[config.mk]
export PLATFORM = sky130hd
export DESIGN_NAME = deserializer
export DESIGN_NICKNAME = d
export VERILOG_FILES = /design/src/rtl/deserializer.sv
export SDC_FILE = /design/constraint.sdc
export NUM_CORES = 1
export LEC_CHECK = 0
export CAP_MARGIN = 25
export CORE_MARGIN = 3
export CORE_UTILIZATION = 49
export DETAILED_ROUTE_END_ITERATION = 16
export PLACE_DENSITY_LB_ADDON = 0.05
export SLEW_MARGIN = 0
export SYNTH_ARGS = -nofsm -noshare
export SYNTH_HDL_FRONTEND = slang
export SYNTH_SLANG_ARGS = --single-unit
[constraint.sdc]
create_clock -name clk_i -period 2.1 [get_ports clk_i]
set_clock_uncertainty 0.15 [all_clocks]
set_input_delay 0.315 -clock clk_i [delete_from_list [all_inputs] [get_ports clk_i]]
set_output_delay 0.315 -clock clk_i [all_outputs]
set_load 0.05 [all_outputs]
[src/rtl/deserializer.sv]
// deserializer: reassembles MSB-first serial frames into 16-bit MSB-aligned words with a bit count.
module deserializer #(
  parameter int MIN_BITS = 3
) (
  input  logic        clk_i,
  input  logic        arst_n_i,
  input  logic        ser_data_i,
  input  logic        ser_data_val_i,
  output logic [15:0] deser_data_o,
  output logic [3:0]  deser_data_mod_o,
  output logic        deser_data_val_o,
  output logic        busy_o,
  output logic        drop_o
);
  logic [15:0] shreg_q, shreg_d, data_q, data_d, wr;
  logic [4:0]  cnt_q, cnt_d, len;
  logic [3:0]  mod_q, mod_d;
  logic        val_q, val_d, drop_q, drop_d;
  logic        end_a, end_b, done, ok;
  always_comb begin
    wr = (cnt_q == 5'd0) ? 16'd0 : shreg_q;
    wr[4'd15 - cnt_q[3:0]] = ser_data_i;
    end_a = (cnt_q != 5'd0) && !ser_data_val_i;
    end_b = ser_data_val_i && (cnt_q == 5'd15);
    done = end_a || end_b;
    len = end_b ? 5'd16 : cnt_q;
    ok = len >= 5'(MIN_BITS);
    shreg_d = ser_data_val_i ? wr : shreg_q;
    // the 16th bit closes the frame on the same edge, so the next valid bit starts fresh
    cnt_d = (end_b || !ser_data_val_i) ? 5'd0 : cnt_q + 5'd1;
    data_d = (done && ok) ? (end_b ? wr : shreg_q) : data_q;
    mod_d = (done && ok) ? len[3:0] : mod_q;
    val_d = done && ok;
    drop_d = done && !ok;
  end
  always_ff @(posedge clk_i or negedge arst_n_i) begin
    if (!arst_n_i) begin
      shreg_q <= '0;
      cnt_q <= '0;
      data_q <= '0;
      mod_q <= '0;
      val_q <= 1'b0;
      drop_q <= 1'b0;
    end else begin
      shreg_q <= shreg_d;
      cnt_q <= cnt_d;
      data_q <= data_d;
      mod_q <= mod_d;
      val_q <= val_d;
      drop_q <= drop_d;
    end
  end
  assign deser_data_o = data_q;
  assign deser_data_mod_o = mod_q;
  assign deser_data_val_o = val_q;
  assign drop_o = drop_q;
  assign busy_o = cnt_q != 5'd0;
endmodule

# Word level (Yosys, flattened, before mapping)
# Index checks and enable logic that the tools add are counted.
# classes
n_addsub	2
n_reduce_logical	11
eq_ne	1
muxes	7
order_cmp	3
# op_table
op	n
two-way mux 16 bit	2
bitwise mux 16 bit	1
two-way mux 5 bit	2
adder 5 x 1 -> 5 bit (second input constant)	1
equality test 5 x 4 -> 1 bit (second input constant)	1
>= comparator 5 x 2 -> 1 bit (second input constant)	1
logical AND 1 bit	5
logical NOT 5 bit	1
< comparator 4 x 5 -> 1 bit (second input constant)	1
nonzero test 5 bit	1
demux 1 bit (select 4 bit)	1
>= comparator 4 x 1 -> 1 bit (second input constant)	1
subtractor 4 bit (first input constant)	1
logical NOT 1 bit	2
logical OR 1 bit	2
two-way mux 1 bit	1
# totals
out_inout_bits	23
input_bits	4
word_cells	30
ff_bits	43

# Logic depth before layout (Yosys ltp)
# Gate-level depths: netlist of the first run.
# depth
word_depth	7
mapped_depth	10

# Worst setup path before layout of the first run
# No wires, ideal clock.
# synth_path
path_type	flip-flop to flip-flop
from	register cnt_q[0]
to	register data_q[12] (netlist: deser_data_o[12])
setup_slack_ns	-0.086
period_less_slack_ns	2.186
setup_time_ns	0.082
path_buffers	3
t_required_ns	1.868
arrival_time_ns	1.954
path_stages_with_launch	10
cell_sequence	dfrtp_1 -> ha_1 -> and3_1 -> clkbuf_1 -> ha_1 -> and3_1 -> clkbuf_1 -> clkbuf_1 -> nand3_1 -> a31oi_1
# synth_via
elab_chain_len	7
# synth_rtl
item	line	source
start, declared	16	logic [4:0] cnt_q, cnt_d, len;
start signal, assigned	46	cnt_q <= cnt_d;
subtractor 4 bit	22	wr[4'd15 - cnt_q[3:0]] = ser_data_i;
< comparator 4 x 5 -> 1 bit (implied by the code) or >= comparator 4 x 1 -> 1 bit (tied branches)	22	
logical AND 1 bit (implied by the code)	22	
two-way mux 1 bit (implied by the code)	22	
demux 1 bit (select 4 bit)	22	
bitwise mux 16 bit	22	
two-way mux 16 bit	31	data_d = (done && ok) ? (end_b ? wr : shreg_q) : data_q;
end signal, assigned	47	data_q <= data_d;
end, declared	15	logic [15:0] shreg_q, shreg_d, data_q, data_d, wr;
# Several ways; a longest one is shown, not always the timed one.
# A chain may end at the register's enable or synchronous reset.

# Worst setup path after layout of the first run
# layout_path
from	register cnt_q[0]
to	output port busy_o
# layout_via
elab_chain_len	1
# layout_rtl
item	line	source
nonzero test 5 bit	57	assign busy_o = cnt_q != 5'd0;
end, declared	12	output logic busy_o,
# No other way between the ends.

==> results of run 1 <==
-- registers in the layout, summed over array words and instances, names as in the netlist --
| register | count |
|---|---|
| deser_data_val_o | 1 |
| deser_data_mod_o | 4 |
| shreg_q | 16 |
| deser_data_o | 16 |
| cnt_q | 5 |
| drop_o | 1 |
-- cell usage after synthesis, drive strengths merged, types with 5 or more instances --
| master | count |
|---|---|
| ha | 5 |
| dfrtp | 43 |
| o21ai | 30 |
| nand2 | 12 |
| and3 | 6 |
| a21oi | 16 |
| a31oi | 10 |
| nand3 | 24 |
| nor2 | 22 |
| clkbuf | 18 |
| buf | 6 |
| inv | 10 |
-- timing repair --
| action | 4_1_cts | 5_1_grt |
|---|---|---|
| gates resized for setup | 6 | 16 |
| endpoints found under the setup margin | 1 | 21 |
| buffers inserted | 5 | 5 |
| hold endpoints to repair | 20 | 0 |
| hold buffers | 1 | 0 |
| pin swaps | 1 | 0 |
| gates cloned | 0 | 1 |
-- layer usage --
layer / vias to the layer above / global-route usage / part of all wire
met5: - / 0 / 0
met4: 0 / 0.08142 / 0.011
met3: 5 / 0.04986 / 0.042
met2: 47 / 0.3519 / 0.51
met1: 902 / 0.2576 / 0.44
li1: 896 / - / -
-- per-stage QoR --
| step | area [um2] | hold WS (ns) | utilization |
|---|---|---|---|
| CTS | 2689 | 0.3580 | 0.6534 |
| finish | 2819 | 0.3601 | 0.6850 |
| detailed placement | 2535 | 0.1552 | 0.6160 |
| global route | 2819 | 0.3824 | 0.6850 |
| global placement | 2535 | 0.1391 | 0.6160 |
| floorplan | 2158 | -0.1306 | - |
-- critical path, stage by stage (launching register included) --
cell	delay, ns
dfrtp_1	0.39
buf_6	0.13
inv_2	0.07
ha_4	0.12
nor4b_4	0.20
buf_4	0.16
inv_1	0.04
buf_6	0.14
-- worst max path at each step --
stage / start / end / cells after the start
2_1_floorplan: cnt_q[0] / deser_data_o[14] / 10
3_3_place_gp: ser_data_val_i / deser_data_mod_o[1] / 6
3_5_place_dp: ser_data_val_i / deser_data_mod_o[1] / 6
4_1_cts: cnt_q[0] / deser_data_o[6] / 7
5_1_grt: cnt_q[1] / busy_o / 7
6_report: cnt_q[0] / busy_o / 7
-- cell usage in the layout, fill, tap and decap left out, types with 5 or more instances in the layout --
master           instances
dfrtp_1                 43
o21ai_0                 29
nand3_1                 24
clkdlybuf4s50_1         24
buf_4                   23
nor2_1                  21
a21oi_1                 16
nand2_1                 11
a31oi_1                  9
inv_1                    8
and3_1                   5
clkbuf_8                 5
-- final cells by class --
type                            count  area, um2
Clock buffer                        5      68.82
Clock inverter                      3      15.01
Fill cell                         333       1296
Inverter                           10      40.04
Multi-Input combinational cell    157      989.7
Sequential cell                    43       1076
Tap cell                           50      62.56
Timing Repair Buffer               57      566.8
-- logic make-up (layout without fill, tap and decap cells) --
kind of cell | count (synthesis) | after routing | synth area share
AO/OA/AOI/OAI | 69 | 69 | 0.1884
XOR/XNOR | 2 | 2 | 0.008193
adder cells (fa/ha/maj) | 5 | 5 | 0.02926
buffers and inverters | 34 | 75 | 0.07197
flip-flops | 43 | 43 | 0.5032
multiplexers | 2 | 2 | 0.009947
AND/OR/NAND/NOR | 79 | 79 | 0.1890
-- power groups by stage --
stage	sequential, W	clock [W]	combinational, W
6_report	0.000961	0.000502	0.000771
3_3_place_gp	0.000971	0	0.000692
3_5_place_dp	0.000978	0	0.000702
4_1_cts	0.000960	0.000517	0.000732
5_1_grt	0.000972	0.000557	0.000823
2_1_floorplan	0.00122	0	0.000208
==> flow_summary.json, run 1 <==
{
  "cts_tree": "built",
  "critPathLaunchType": "register",
  "diodes": 0,
  "clockRootBuffer": "clkbuf_8",
  "crit_fanout": 4,
  "p_sw_w": 0.0008043,
  "period_share": 0.9631,
  "fin_crit_ns": 2.023,
  "max_cap_viol_count": 0,
  "r2r_slack_ns": 0.10,
  "status": "complete, no violations",
  "power.total_w": 0.002234,
  "via_per_inst": 5.692,
  "synth_top_cell_by_area": "dfrtp_1",
  "p_clk_frac": 0.225,
  "pwr-share-seq": 0.430,
  "first_iter_violations": 188,
  "ios": 27,
  "cts.path.max_buffers": 2,
  "start_util": 0.5196,
  "clock-sinks": 43,
  "finalHoldViolations": 0,
  "clk_pin_slew_ns": 0.07,
  "synth-main-ff-cell": "dfrtp_1",
  "ys_types": 31,
  "netlist_top_cells_area": "dfrtp_1 (50%), o21ai_0 (7.0%), nand3_1 (5.6%)",
  "setup_viol": 0,
  "fin_nets": 283,
  "cts_buffers": 5,
  "die_h_um": 72.06,
  "dp_slack_ns": 0.05090,
  "remaining_drc_errors": 0,
  "drive_gt1_frac": 0.2073,
  "min_path_type": "in -> async",
  "vias": 1850,
  "async_flop_share": 1.000,
  "max_freq_mhz": 494.4,
  "p_int_w": 0.001430,
  "p_leak_nw": 1.252,
  "max-slew-margin-rel": 0.6602,
  "syn_to_final_growth_pct": 31.83,
  "rows": 23,
  "rr_endpoint": "deser_data_o[11]",
  "drt-pass1-iter-count": 4,
  "gp_congestion": 0.8266,
  "r2r-start": "cnt_q[0]",
  "avgSynthCellArea_um2": 9.138,
  "antenna_found_initial": 0,
  "seq_area_frac_synth": 0.5032,
  "cp.required_ns": 1.63,
  "instances_no_fill": 325,
  "ys_ff_latch": 43,
  "arrival_ns": 1.56,
  "worstSetupEndpointType": "primary output",
  "clk_latency_ns": 0.30,
  "die_area_um2": 5193,
  "grt_usage": 0.2086,
  "postLayoutSetupSlackWorst_ns": 0.07749,
  "vdd.ir_drop.worst_mv": 0.4008,
  "drv_slew": 0,
  "synth.cell_area_um2": 2138,
  "finalSetupTns_ns": 0,
  "synth_edf_count": 0,
  "p_comb_frac": 0.345,
  "place.port_buffers": 26,
  "p_per_area_nw_per_um2": 792.5,
  "grt_pass1_vias": 1817,
  "dpl.hpwl_mm": 3.299,
  "syn_inst": 234,
  "syn-num-nets": 243,
  "routed_wl_mm": 5.081,
  "synth_top_area_frac": 0.5032,
  "r2r_cells": 8,
  "grt_first_pass_wirelength_mm": 8.452,
  "overflow": 0,
  "placedCellCount": 305,
  "wl_per_cell_um": 15.63,
  "core-area_um2": 4115,
  "swShare": 0.3600,
  "worst_pin_slew_ns": 0.5082,
  "critical_path_class": "reg -> out",
  "drtAntennaViolNets": 0,
  "ys_warn_count": 0,
  "grt_max_degree": 40,
  "htree_levels": 2,
  "fp.dieW_um": 72.06
}
No activity file was read; power rests on OpenSTA's default activity.
==> run 2, diff against run 1 <==
- PLACE_DENSITY: unset -> 0.8
- PLACE_DENSITY_LB_ADDON: 0.05 -> unset
==> flow_summary.json, run 2 (synthesized netlist as in run 1, its figures left out) <==
{
  "htree_levels": 2,
  "final_common_cell": "dfrtp_1",
  "rr_endpoint": "deser_data_o[11]",
  "first_iter_violations": 194,
  "status": "complete, no violations",
  "dp_slack_ns": 0.0005665,
  "grt_max_degree": 38,
  "dpl_cell_area_um2": 2512,
  "register_area_um2": 1076,
  "critPathLaunchType": "register",
  "die_h_um": 72.06,
  "clockRootBuffer": "clkbuf_8",
  "fp.dieW_um": 72.06,
  "fin_nets": 277,
  "cts_buffers": 5,
  "r2r_cells": 7,
  "critical_path_class": "reg -> out",
  "max_cap_viol_count": 0,
  "core-area_um2": 4115,
  "cp.required_ns": 1.63,
  "cts.path.max_buffers": 2,
  "drv_slew": 0,
  "setup_viol": 0,
  "antenna_found_initial": 0,
  "min_path_type": "reg -> reg",
  "p_leak_nw": 1.205,
  "diodes": 0,
  "finalSetupTns_ns": 0,
  "multi_input_area_um2": 964.7,
  "period_share": 0.9716,
  "fin_crit_ns": 2.040,
  "min-delay-start": "shreg_q[13]",
  "remaining_drc_errors": 0,
  "rows": 23,
  "dpl.hpwl_mm": 3.163,
  "vias": 1840,
  "gp_congestion": 0.8333,
  "arrival_ns": 1.58,
  "fin_area_um2": 2705,
  "max_freq_mhz": 490.1,
  "syn_to_final_growth_pct": 26.51,
  "drtAntennaViolNets": 0,
  "crit_fanout": 6,
  "ios": 27,
  "hold_path_end": "shreg_q[13]",
  "overflow": 0,
  "clk_latency_ns": 0.29,
  "via_per_inst": 5.768,
  "drive_gt1_frac": 0.1636,
  "grt_pass1_vias": 1708,
  "r2r-start": "cnt_q[0]",
  "r2r_slack_ns": 0.13,
  "clock-sinks": 43,
  "worstSetupEndpointType": "primary output",
  "start_util": 0.5196,
  "wl_per_cell_um": 15.84,
  "grt_first_pass_wirelength_mm": 8.169,
  "final_cell_mix": "dfrtp_1 (43), o21ai_0 (30), nand3_1 (24), clkdlybuf4s50_1 (24), nor2_1 (22)",
  "placedCellCount": 307,
  "p_per_area_nw_per_um2": 811.9,
  "whs_ns": 0.3554,
  "holdPathStages": 2,
  "routed_wl_mm": 5.053,
  "drt-pass1-iter-count": 4,
  "vdd.ir_drop.worst_mv": 0.5411,
  "clk_pin_slew_ns": 0.07,
  "finalHoldViolations": 0,
  "max-slew-margin-rel": 0.6582,
  "fillCellCount": 318,
  "worst_pin_slew_ns": 0.5127,
  "cts_tree": "built",
  "place.port_buffers": 26,
  "postLayoutSetupSlackWorst_ns": 0.05970,
  "instances_no_fill": 319,
  "grt_usage": 0.2043,
  "die_area_um2": 5193
}
-- run 2: per-layer routing --
metal	GRT usage	wire length, um	up-vias
li1	-	-	883
met1	0.2758	2210	890
met2	0.3175	2463	60
met3	0.04986	311	7
met4	0.07933	66	0
met5	0	0	-
-- run 2: stage by stage --
stage	total power, W	util
6_report	0.002196	0.6573
5_1_grt	0.002308	0.6573
4_1_cts	0.002194	0.6400
3_5_place_dp	0.001671	0.6105
3_3_place_gp	0.001657	0.6105
2_1_floorplan	0.001428	-
-- run 2: worst max-delay path by stage --
stage | start | endpoint | cells after the start
after global placement | ser_data_val_i | deser_data_mod_o[0] | 6
after detailed placement | ser_data_val_i | deser_data_mod_o[1] | 6
after CTS | cnt_q[1] | busy_o | 7
final | cnt_q[1] | busy_o | 7
after global routing | cnt_q[0] | deser_data_mod_o[1] | 8
after floorplan | cnt_q[0] | deser_data_o[14] | 10
-- run 2: area by class of cell --
type / instances / share of cell area
Clock buffer: 7 / 0.02821
Clock inverter: 1 / 0.001850
Inverter: 10 / 0.01480
Multi-Input combinational cell: 157 / 0.3566
Sequential cell: 43 / 0.3978
Tap cell: 50 / 0.02313
Timing Repair Buffer: 51 / 0.1776
-- run 2: timing repair --
action                                  4_1_cts  5_1_grt
endpoints found under the hold margin        20        0
gates cloned                                  0        1
resized for setup                             4       10
buffers inserted                              2        0
pin swaps                                     0        0
hold buffers                                  1        0
endpoints found under the setup margin        1       19
-- run 2: where the power goes --
group          switching, W  internal (W)  leakage [nW]
logic              0.000476      0.000260         0.605
registers         0.0000459      0.000915         0.558
clock network      0.000266      0.000233        0.0422
-- run 2: critical path, stage by stage (launching register included) --
cell and delay, ns:
dfrtp_1 0.40, buf_6 0.14, inv_4 0.07, ha_4 0.13
nor4b_4 0.19, buf_4 0.17, inv_1 0.05, buf_6 0.14
==> run 3, diff against run 2 <==
- CELL_PAD_IN_SITES_DETAIL_PLACEMENT: unset -> 1
- CELL_PAD_IN_SITES_GLOBAL_PLACEMENT: unset -> 1
- CORE_UTILIZATION: 49 -> 38
==> flow_summary.json, run 3 (synthesized netlist as in run 1, its figures left out) <==
{
  "crit_fanout": 3,
  "drtAntennaViolNets": 0,
  "cts.path.max_buffers": 2,
  "period_share": 0.9758,
  "cp.required_ns": 1.63,
  "ios": 27,
  "p_leak_nw": 1.241,
  "r2r-start": "cnt_q[1]",
  "cts_buffers": 5,
  "max_cap_viol_count": 0,
  "p_per_area_nw_per_um2": 795.7,
  "fin_area_um2": 2796,
  "die_area_um2": 6563,
  "die_h_um": 81.02,
  "power.total_w": 0.002225,
  "min_path_type": "reg -> reg",
  "fin_nets": 285,
  "setup_viol": 0,
  "cts_tree": "built",
  "antenna_found_initial": 0,
  "overflow": 0,
  "vias": 1933,
  "final_common_cell": "dfrtp_1",
  "fin_crit_ns": 2.049,
  "top_layer": "met4",
  "rsz0062_at_grt": "yes",
  "critical_path_class": "reg -> out",
  "vdd.ir_drop.worst_mv": 0.3861,
  "grt_max_degree": 44,
  "final_cell_mix": "dfrtp_1 (43), o21ai_0 (30), buf_4 (27), nand3_1 (24), clkdlybuf4s50_1 (24)",
  "fp.dieW_um": 81.02,
  "core-area_um2": 5270,
  "max_freq_mhz": 488.0,
  "remaining_drc_errors": 0,
  "grt_first_pass_wirelength_mm": 10.21,
  "diodes": 0,
  "dpl_cell_area_um2": 2592,
  "htree_levels": 2,
  "grt_pass1_vias": 2073,
  "clockRootBuffer": "clkbuf_8",
  "gp_congestion": 0.8036,
  "syn_to_final_growth_pct": 30.78,
  "rows": 26,
  "placedCellCount": 331,
  "first_iter_violations": 92,
  "max-slew-margin-rel": 0.6638,
  "finalHoldViolations": 0,
  "clk_latency_ns": 0.29,
  "drv_slew": 0,
  "status": "complete, no violations",
  "wl_met1_mm": 2.826,
  "arrival_ns": 1.58,
  "finalSetupTns_ns": 0,
  "worst_pin_slew_ns": 0.5027,
  "drive_gt1_frac": 0.1818,
  "met2_length_mm": 3.040,
  "clock-sinks": 43,
  "via_per_inst": 5.603,
  "worstSetupEndpointType": "primary output",
  "drt-pass1-iter-count": 4,
  "min-delay-start": "shreg_q[7]",
  "critPathLaunch": "cnt_q[1]",
  "start_util": 0.4057,
  "critPathLaunchType": "register",
  "instances_no_fill": 345,
  "place.port_buffers": 26,
  "wl_met3_um": 187,
  "wl_per_cell_um": 17.65,
  "dpl.hpwl_mm": 3.910,
  "clk_pin_slew_ns": 0.08,
  "grt_usage": 0.2001,
  "routed_wl_mm": 6.090
}
run 3: critical path, cell delays in order, from the launching register on:
cell and delay, ns:
dfrtp_1 0.42, buf_6 0.14, inv_4 0.05, ha_4 0.13
nor4b_4 0.20, buf_4 0.18, inv_4 0.03, buf_8 0.13
run 3: area by class of cell:
| cell class | instances | area, um2 |
|---|---|---|
| clock buffer | 6 | 72.57 |
| fill | 618 | 2474 |
| inverter | 10 | 42.54 |
| multi-input combinational | 157 | 948.4 |
| sequential | 43 | 1076 |
| tap | 70 | 87.58 |
| timing repair buffer | 59 | 569.3 |
run 3: report_power, final:
part | switching [W] | total (W) | internal, W
registers | 0.0000470 | 0.000962 | 0.000915
clock network | 0.000267 | 0.000490 | 0.000222
logic | 0.000492 | 0.000774 | 0.000282
total | 0.000807 | 0.00223 | 0.00142
run 3: path summary, 6_finish.rpt:
check	slack (ns)	end	cells past startpoint
setup / recovery	0.05	busy_o	7
setup reg to reg	0.07	deser_data_o[13]	8
hold reg to reg	0.35	shreg_q[7]	1
min in group asynchronous	0.38	deser_data_mod_o[0]	3
hold / removal	0.35	shreg_q[7]	1
max in group asynchronous	1.20	shreg_q[7]	3
run 3: per-layer routing:
metal / vias to the layer above / track usage
met5: - / 0
met4: 0 / 0.04730
met3: 4 / 0.04324
met2: 40 / 0.3268
met1: 991 / 0.2714
li1: 898 / -
run 3: stage by stage:
step	worst slack, ns	hold WS, ns	util
after floorplan	0.003788	-0.1306	-
final	0.05092	0.3496	0.5306
after global routing	-0.04415	0.3888	0.5306
after CTS	0.002948	0.3506	0.5173
after detailed placement	0.02977	0.1650	0.4919
after global placement	0.09380	0.1597	0.4919
run 3: repair_timing:
item	CTS	global route
hold endpoints to repair	43	0
endpoints found under the setup margin	1	16
hold buffers	1	0
gates resized for setup	6	9
cloned	0	1
buffers inserted	3	3
